## config.mk

```make
export PLATFORM = sky130hd
export DESIGN_NAME = regbank_write_arbiter
export DESIGN_NICKNAME = d
export VERILOG_FILES = /design/src/rtl/regbank_write_arbiter.sv
export SDC_FILE = /design/constraint.sdc
export NUM_CORES = 1
export LEC_CHECK = 0
export CAP_MARGIN = 20
export CORE_ASPECT_RATIO = 0.9
export CORE_MARGIN = 2
export CORE_UTILIZATION = 49
export DETAILED_ROUTE_END_ITERATION = 7
export PLACE_DENSITY = 0.76
export SKIP_CTS_REPAIR_TIMING = 1
export SLEW_MARGIN = 20
export SYNTH_ARGS = -nofsm -noshare
export SYNTH_HDL_FRONTEND = slang
export SYNTH_SLANG_ARGS = --single-unit
```

## constraint.sdc

```tcl
create_clock -name Clock -period 2.5 [get_ports Clock]
set_input_delay 0.25 -clock Clock [delete_from_list [all_inputs] [get_ports Clock]]
set_output_delay 0.25 -clock Clock [all_outputs]
set_load 0.1 [all_outputs]
```

## src/rtl/regbank_write_arbiter.sv

```systemverilog
`default_nettype none
// ----------------------------------------------------------------------------
// regbank_write_arbiter: shares the register_bank write port between ALU
// writeback and an in-order load FIFO, with starvation and WAW guards. Rev 1.0
// ----------------------------------------------------------------------------
module regbank_write_arbiter #(
  parameter int FIFO_DEPTH   = 4,
  parameter int STARVE_LIMIT = 3
) (
  input  logic        Clock,
  input  logic        Reset,
  input  logic        ALU_Valid,
  input  logic [3:0]  ALU_Dest,
  input  logic [31:0] ALU_Data,
  output logic        ALU_Stall,
  input  logic        LDR_Valid,
  input  logic [3:0]  LDR_Dest,
  input  logic [31:0] LDR_Data,
  output logic        LDR_Ready,
  input  logic [3:0]  Source1_ADDR,
  input  logic [3:0]  Source2_ADDR,
  output logic        Source1_Hazard,
  output logic        Source2_Hazard,
  output logic        Bank_Write_Enable,
  output logic [3:0]  Bank_Destination,
  output logic [31:0] Bank_Write_Data
);

  localparam int PTR_W = (FIFO_DEPTH > 1) ? $clog2(FIFO_DEPTH) : 1;
  localparam int OCC_W = PTR_W + 1;
  localparam int SC_W  = $clog2(STARVE_LIMIT + 1);

  logic [3:0]            ent_dest_q [FIFO_DEPTH];
  logic [3:0]            ent_dest_d [FIFO_DEPTH];
  logic [31:0]           ent_data_q [FIFO_DEPTH];
  logic [31:0]           ent_data_d [FIFO_DEPTH];
  logic [FIFO_DEPTH-1:0] ent_valid_q, ent_valid_d;
  logic [PTR_W-1:0]      wr_ptr_q, wr_ptr_d;
  logic [PTR_W-1:0]      rd_ptr_q, rd_ptr_d;
  logic [OCC_W-1:0]      occ_q, occ_d;
  logic [SC_W-1:0]       starve_q, starve_d;
  logic                  bank_we_q, bank_we_d;
  logic [3:0]            bank_dest_q, bank_dest_d;
  logic [31:0]           bank_data_q, bank_data_d;

  logic head_v;
  logic full;
  logic starve;
  logic waw;
  logic alu_grant;
  logic ld_grant;
  logic push;
  logic haz1;
  logic haz2;

  // Grant decision and source-address matching, all from current state.
  always_comb begin
    head_v = (occ_q != '0);
    full   = (occ_q == OCC_W'(FIFO_DEPTH));
    starve = head_v && (starve_q == SC_W'(STARVE_LIMIT));
    waw    = 1'b0;
    haz1   = bank_we_q && (bank_dest_q == Source1_ADDR);
    haz2   = bank_we_q && (bank_dest_q == Source2_ADDR);
    for (int i = 0; i < FIFO_DEPTH; i++) begin
      if (ent_valid_q[i]) begin
        if (ent_dest_q[i] == ALU_Dest)     waw  = 1'b1;
        if (ent_dest_q[i] == Source1_ADDR) haz1 = 1'b1;
        if (ent_dest_q[i] == Source2_ADDR) haz2 = 1'b1;
      end
    end
    waw       = waw && ALU_Valid;
    alu_grant = ALU_Valid && !(starve || waw);
    ld_grant  = head_v && !alu_grant;
    push      = LDR_Valid && !full;
  end

  always_comb begin
    ent_dest_d  = ent_dest_q;
    ent_data_d  = ent_data_q;
    ent_valid_d = ent_valid_q;
    wr_ptr_d    = wr_ptr_q;
    rd_ptr_d    = rd_ptr_q;
    occ_d       = occ_q;
    starve_d    = starve_q;
    bank_we_d   = 1'b0;
    bank_dest_d = bank_dest_q;
    bank_data_d = bank_data_q;

    if (push) begin
      ent_dest_d[wr_ptr_q]  = LDR_Dest;
      ent_data_d[wr_ptr_q]  = LDR_Data;
      ent_valid_d[wr_ptr_q] = 1'b1;
      wr_ptr_d              = wr_ptr_q + PTR_W'(1);
    end
    // Pop slot never equals push slot: a pop needs an entry and a push needs room.
    if (ld_grant) begin
      ent_valid_d[rd_ptr_q] = 1'b0;
      rd_ptr_d              = rd_ptr_q + PTR_W'(1);
    end

    case ({push, ld_grant})
      2'b10:   occ_d = occ_q + OCC_W'(1);
      2'b01:   occ_d = occ_q - OCC_W'(1);
      default: occ_d = occ_q;
    endcase

    if (ld_grant || !head_v) begin
      starve_d = '0;
    end else if (alu_grant && (starve_q != SC_W'(STARVE_LIMIT))) begin
      starve_d = starve_q + SC_W'(1);
    end

    if (alu_grant) begin
      bank_we_d   = 1'b1;
      bank_dest_d = ALU_Dest;
      bank_data_d = ALU_Data;
    end else if (ld_grant) begin
      bank_we_d   = 1'b1;
      bank_dest_d = ent_dest_q[rd_ptr_q];
      bank_data_d = ent_data_q[rd_ptr_q];
    end
  end

  always_ff @(posedge Clock) begin
    if (Reset) begin
      ent_valid_q <= '0;
      wr_ptr_q    <= '0;
      rd_ptr_q    <= '0;
      occ_q       <= '0;
      starve_q    <= '0;
      bank_we_q   <= 1'b0;
      bank_dest_q <= '0;
      bank_data_q <= '0;
    end else begin
      ent_valid_q <= ent_valid_d;
      wr_ptr_q    <= wr_ptr_d;
      rd_ptr_q    <= rd_ptr_d;
      occ_q       <= occ_d;
      starve_q    <= starve_d;
      bank_we_q   <= bank_we_d;
      bank_dest_q <= bank_dest_d;
      bank_data_q <= bank_data_d;
    end
  end

  // Payload storage needs no reset; the valid bits qualify every use.
  always_ff @(posedge Clock) begin
    ent_dest_q <= ent_dest_d;
    ent_data_q <= ent_data_d;
  end

  assign ALU_Stall         = ALU_Valid && (starve || waw);
  assign LDR_Ready         = !full;
  assign Source1_Hazard    = haz1;
  assign Source2_Hazard    = haz2;
  assign Bank_Write_Enable = bank_we_q;
  assign Bank_Destination  = bank_dest_q;
  assign Bank_Write_Data   = bank_data_q;

endmodule
`default_nettype wire

```

Yosys cells after proc, flatten, opt, wreduce, memory -nomap -nowiden
Index checks and enable logic that the tools add are counted.
- $add $sub $neg: 5
- magnitude comparators: 7
- equal/unequal tests: 19
- mux-type cells: 49
- bitwise logic cells: 5
- reduce and logical (&&, ||, !) cells: 22
- operators by type and width (cell ; count):
    32-bit 2-to-1 mux ; 5
    128-bit bitwise mux ; 1
    32-bit binary-select mux with 2-bit select ; 1
    32-bit demux with 2-bit select ; 1
    4-bit == test ; 14
    1-bit 2-to-1 mux ; 28
    4-bit 2-to-1 mux ; 7
    16-bit bitwise mux ; 1
    1-bit logical AND ; 12
    4-bit binary-select mux with 2-bit select ; 1
    4-bit demux with 2-bit select ; 1
    2-bit by 1-bit adder with 2-bit output (second input constant) ; 3
    3-bit greater-or-equal comparator (second input constant) ; 2
    2-bit by 3-bit less-than comparator with 1-bit output (second input constant) ; 2
    2-bit inverter with 3-bit output ; 2
    3-bit one-hot mux with 2 select lines ; 1
    4-bit AND ; 1
    1-bit demux with 2-bit select ; 2
    2-bit == test (second input constant) ; 2
    2-bit by 1-bit greater-or-equal comparator with 1-bit output (second input constant) ; 2
    1-bit zero test ; 4
    4-bit inverter ; 1
    4-bit OR ; 1
    2-bit nonzero test ; 2
    other kinds (9) ; 10
- bits in registers: 194
- logic and storage cells: 123

Longest topological paths before layout
- word-level depth: 17
- depth in mapped cells: 13
- mapped depth without buffers: 11

Worst setup path after synthesis
Ideal clock, no wire load.
- path type: reg2reg
- from: register occ_q[0]
- to: register occ_q[2]
- library setup time: 0.071 ns
- arrival: 2.953 ns
- path slack: -0.523 ns
- stages on the path, launching flop included: 11
- path buffers: 0
- cells stage by stage: dfxtp_1 -> inv_1 -> nand3_1 -> and2_1 -> inv_1 -> ha_1 -> inv_1 -> fa_1 -> xor2_1 -> or3_1 -> a21oi_1
- elaborated cells on any way between the ends: 16
- classes of those cells: 2 x add/sub; 3 x eq/ne; 1 x mux; 10 x reduce/logical
- RTL lines (item ; RTL line ; text):
    start: declaration ; 40 ; logic [OCC_W-1:0] occ_q, occ_d;
    start signal: assignment ; 129 ; occ_q <= '0;
    start signal: assignment ; 138 ; occ_q <= occ_d;
    3-bit == test * ; 59 ; full = (occ_q == OCC_W'(FIFO_DEPTH));
    1-bit zero test * ; - ;
    named net LDR_Ready ; 19 ; output logic LDR_Ready,
    1-bit logical AND * ; 74 ; push = LDR_Valid && !full;
    2-bit by 1-bit == test with 1-bit output / 2-bit == test (equally long branches) ; 101 ; case ({push, ld_grant})
    3-bit one-hot mux with 2 select lines / 2-bit nonzero test (equally long branches) ; - ;
The timed path passes the listed nets; every way through them passes the cells marked *.
A chain may end at the register's enable or synchronous reset.

Final worst setup path
- from: input ALU_Dest[2]
- to: register occ_q[2]
- cells in the longest elaborated chain, start to end: 17
- elaborated cells on any way between the ends: 22
- classes of those cells: 6 x eq/ne; 9 x mux; 7 x reduce/logical
- ends and longest elaborated chain (item ; RTL line ; text):
    start: declaration ; 13 ; input logic [3:0] ALU_Dest,
    4-bit == test ; 66 ; if (ent_dest_q[i] == ALU_Dest) waw = 1'b1;
    1-bit 2-to-1 mux ; 66 ;
    1-bit 2-to-1 mux ; 65 ; if (ent_valid_q[i]) begin
    1-bit 2-to-1 mux ; 66 ;
    1-bit 2-to-1 mux ; 65 ;
    1-bit 2-to-1 mux ; 66 ;
    1-bit 2-to-1 mux ; 65 ;
    1-bit 2-to-1 mux ; 66 ;
    1-bit 2-to-1 mux * ; 65 ;
    1-bit logical AND * ; 71 ; waw = waw && ALU_Valid;
    1-bit logical OR * ; 72 ; alu_grant = ALU_Valid && !(starve || waw);
    1-bit zero test * ; 72 ;
    1-bit logical AND * ; 72 ;
    1-bit zero test * ; 73 ; ld_grant = head_v && !alu_grant;
    1-bit logical AND * ; 73 ;
    2-bit by 1-bit == test with 1-bit output / 2-bit == test (equally long branches) ; 101 ;
    3-bit one-hot mux with 2 select lines / 2-bit nonzero test (equally long branches) ; - ;
Mark *: on every way between the ends. The rest lies on a longest branch, timed or not.

==> run summary <==
The tools report the kind of start point of the critical path as a primary input. The most used flip-flop cell after synthesis is edfxtp_1. Synthesis produced a netlist with a net count of 625. The first global-routing pass estimated 27400 um of wire.

The total area inside the core boundary comes to 16800 um2. Yosys mapped a number of flops with a built-in enable equal to 144. The floorplan has 45 rows. The worst setup path is captured at a flip-flop. The final reports fail on negative setup slack. The H-tree depth came out at 4. The run gives 20.3% as the total global-route track usage.

The classification of the worst-slack hold path was in2reg. The proportion of layout cells with a drive suffix above 1 is 27.2%. Counting instances, the worst hold path has a depth of 3. TritonCTS built the clock tree. The synthesized design spends more area on one cell type than any other, namely edfxtp_1. The highest fanout seen on the critical path came out at 6.

The worst register-to-register path begins at ent_dest_q[14]$_DFFE_PP_. The standard cell with the maximum stage delay on the critical path is clkdlybuf4s50_1. The distinct cell type count after synthesis was 36; the worst hold slack after final layout was 0.293 ns. The number of synthesized register bits came out at 194. During I/O placement, the number of pins put on the boundary was 125.

The logs give 0 for the total number of yosys warnings and 4916 for the total via count after detailed routing. The die outline width is 142 um. Number of DRC markers after the initial detailed-route iteration: 291. The leakage component of the power is 3.75 nW, and the post-synthesis sequential area ratio is 63.9%.

The first TritonRoute pass finished after 4 iterations. In this run the number of cells on the critical path is 11. Clock tree synthesis selected as its root buffer the cell clkbuf_16. At the pin with the least slew margin, the transition time is 0.926 ns.

The arrival time of the worst setup path is 2.88 ns. The critical path contains buffers and inverters numbering 2 combined. The average wire per cell in the routed design came out at 19.5 um. Sorting the synthesized cells by area gives the leading types as edfxtp_1, dfxtp_1, mux4_2, mux2i_1, xor2_1. For this run, the slowest stage of the critical path takes 0.54 ns. The number of cells on the worst reg-to-reg path is 11.

For this run, the top clock speed supported by timing is 396 MHz. The mapped netlist covers 8340 um2. The logs give 0 for the final hold violation count and 865 for the instance count after placement with tap cells included. The run gives 0 as the initial antenna violation count. After synthesis, the largest area contributor takes up 51.9% of total cell area.

The most critical setup path has its startpoint at ALU_Dest[2]. The clock skew after layout is 0.0136 ns. Setup repair after global routing could not meet its margin everywhere. The total overflow left after global routing is 0. The mean number of vias per cell was 5.47; the maximum number of pins on one net before global-route repair was 76. The tools report the worst-case clock buffer depth as 2. Summing all non-filler instances in the final layout gives an area of 10500 um2.

The wire-length estimate of the detail-placed layout is 11800 um. The worst setup path is of the in2reg kind. The run gives 2.86 ns as the worst endpoint required time. The run gives 0.795 mV as the highest ir drop seen on vdd. The final number of setup-violating endpoints is 1, and the time the worst path needs with I/O delays and setup is 2.53 ns. Post-placement cell area: 9910 um2. The tools report the total chip power as 10.9 mW. The clock transition at the register clock pins on the worst setup and hold paths after CTS came out at 0.07 ns. The via count of the first global-routing pass came out at 5250. The number of nets still failing antenna checks after routing is 0, and the number of max-cap violations is 0. CTS saw 194 sinks. The number of nets in the final layout was 770; the share of async-settable or async-resettable flops after synthesis was 0%.

The logs give 0 for the number of antenna cells inserted and 0 for the total count of max-transition violations in the final report. The tools report the cell count after synthesis as 530. The run finished, with violations left. In this run the vertical extent of the chip is 128 um. The worst setup slack after layout is -0.0268 ns, and the final weighted congestion in routability-driven placement is 0.908. The kind of cell with the highest combined delay along the critical path is compound AO/OA/AOI/OAI gates. Walking the worst path, the cells encountered are clkdlybuf4s50_1 > a22o_1 > o41a_1 > nand4_4 > and2_4 > ha_4 > inv_1 > fa_2 > xor2_1 > or3_1 > a21oi_1. For the area enclosed by the die boundary, the log shows 18100 um2. For this block, the routed nets add up to 17500 um of wire. The power per cell area came out at 1030 nW/um2. Final worst-path cycle share: 101%. At the end of the flow the core is filled with cells to 62.9%.

The total of buffers placed on input and output ports is 124. The worst slew margin relative to its limit is 38.3%. Dividing the synthesized area by the synthesized cell count gives 15.7 um2. For the number of standard cells in the final layout excluding fillers, the log shows 899. The worst hold path begins at ALU_Dest[3]. The total CTS buffers was 17; the DRC violation count after routing was 0. For this configuration, the core starts out at a cell density of 49.7%. Relative area change from synthesis to final layout: 26.5%. The clock reaches the later pin of the worst-skew pair after 0.43 ns.
[metrics by stage]
| stage | worst slack, ns | TNS [ns] |
|---|---|---|
| 4_1_cts | -0.0986 | -0.0986 |
| 5_1_grt | -0.0766 | -0.212 |
| 6_report | -0.0268 | -0.0268 |
| 2_1_floorplan | -0.0344 | -0.0344 |
| 3_3_place_gp | -0.368 | -7.76 |
| 3_5_place_dp | -0.483 | -11.44 |
[layer usage]
layer / up-vias / wire, um / share of wire, % / GRT usage [%]
li1: 2314 / - / - / -
met2: 130 / 8820 / 50 / 34.6
met1: 2445 / 7630 / 44 / 25.3
met3: 27 / 707 / 4.0 / 5.01
met4: 0 / 377 / 2.2 / 7.29
met5: - / 0 / 0 / 0
[Yosys cell counts (7+ instances only)]
library cell / count
xnor2_1: 15
nor3_1: 10
xor2_1: 42
mux4_2: 36
ha_1: 10
nor4_1: 7
buf_2: 11
clkbuf_1: 17
a211oi_2: 20
edfxtp_1: 144
a211oi_1: 20
inv_1: 10
nor2_1: 47
nand3_1: 9
mux2i_1: 39
dfxtp_1: 50
[cells in the final DEF (no fill, tap or decap), types with 3 or more instances in the layout]
master and n:
buf_4 79, xnor2_1 14, xor2_1 42, inv_1 9, edfxtp_1 144, a21oi_1 3, a211oi_2 20, clkdlybuf4s50_1 81
a31oi_1 4, buf_12 3, a211oi_1 20, and3_2 4, mux2i_1 39, nand2b_1 3, mux4_2 36, nor4_1 7
ha_1 9, nand2_1 4, nand3_1 8, nor3_1 9, clkbuf_16 17, clkinv_4 4, nor2_1 47, dfxtp_1 48
inv_6 3
[worst paths after layout]
| check | to | slack, ns |
|---|---|---|
| worst max-delay path | occ_q[2]$_SDFFE_PP0P_ | -0.03 |
| worst min register to register | Bank_Write_Data[6]$_SDFFE_PP0P_ | 0.55 |
| worst max register to register | occ_q[2]$_SDFFE_PP0P_ | -0.02 |
| worst min-delay path | Bank_Destination[3]$_SDFFE_PP0P_ | 0.29 |
[area by class of cell]
| type | count | area [um2] |
|---|---|---|
| well taps | 211 | 264 |
| fillers | 1246 | 6230 |
| multi-input cells | 287 | 2830 |
| repair buffers | 165 | 1480 |
| flip-flops and latches | 194 | 5330 |
| inverters | 10 | 37.5 |
| clock buffers | 17 | 425 |
| clock inverters | 15 | 179 |
[cells by family after synthesis]
logic type,after synthesis,share of synthesized area [%]
AO/OA/AOI/OAI,53,5.94
XOR/XNOR,57,5.99
adder cells (fa/ha/maj),11,1.74
buffers and inverters,49,2.87
flip-flops,194,63.9
multiplexers,76,14.6
AND/OR/NAND/NOR,90,5.01
[power breakdown]
group	total (mW)	internal [mW]	switching [mW]	leakage [nW]
logic	4.02	1.55	2.47	1.72
clock network	2.75	1.51	1.24	0.289
registers	4.13	3.91	0.217	1.74
total	10.9	6.97	3.92	3.75
[worst min-delay path: stages]
cell and delay (ns):
dlymetal6s2s_1 0.22, nor2_1 0.14, a211oi_1 0.05
[state kept, by name, summed over array words and instances (netlist names)]
register / cells
ent_dest_q: 16
Bank_Write_Data: 32
Bank_Write_Enable: 1
ent_data_q: 128
rd_ptr_q: 2
wr_ptr_q: 2
occ_q: 3
ent_valid_q: 4
starve_q: 2
Bank_Destination: 4
Note: power is estimated with default switching activity, not from simulation.
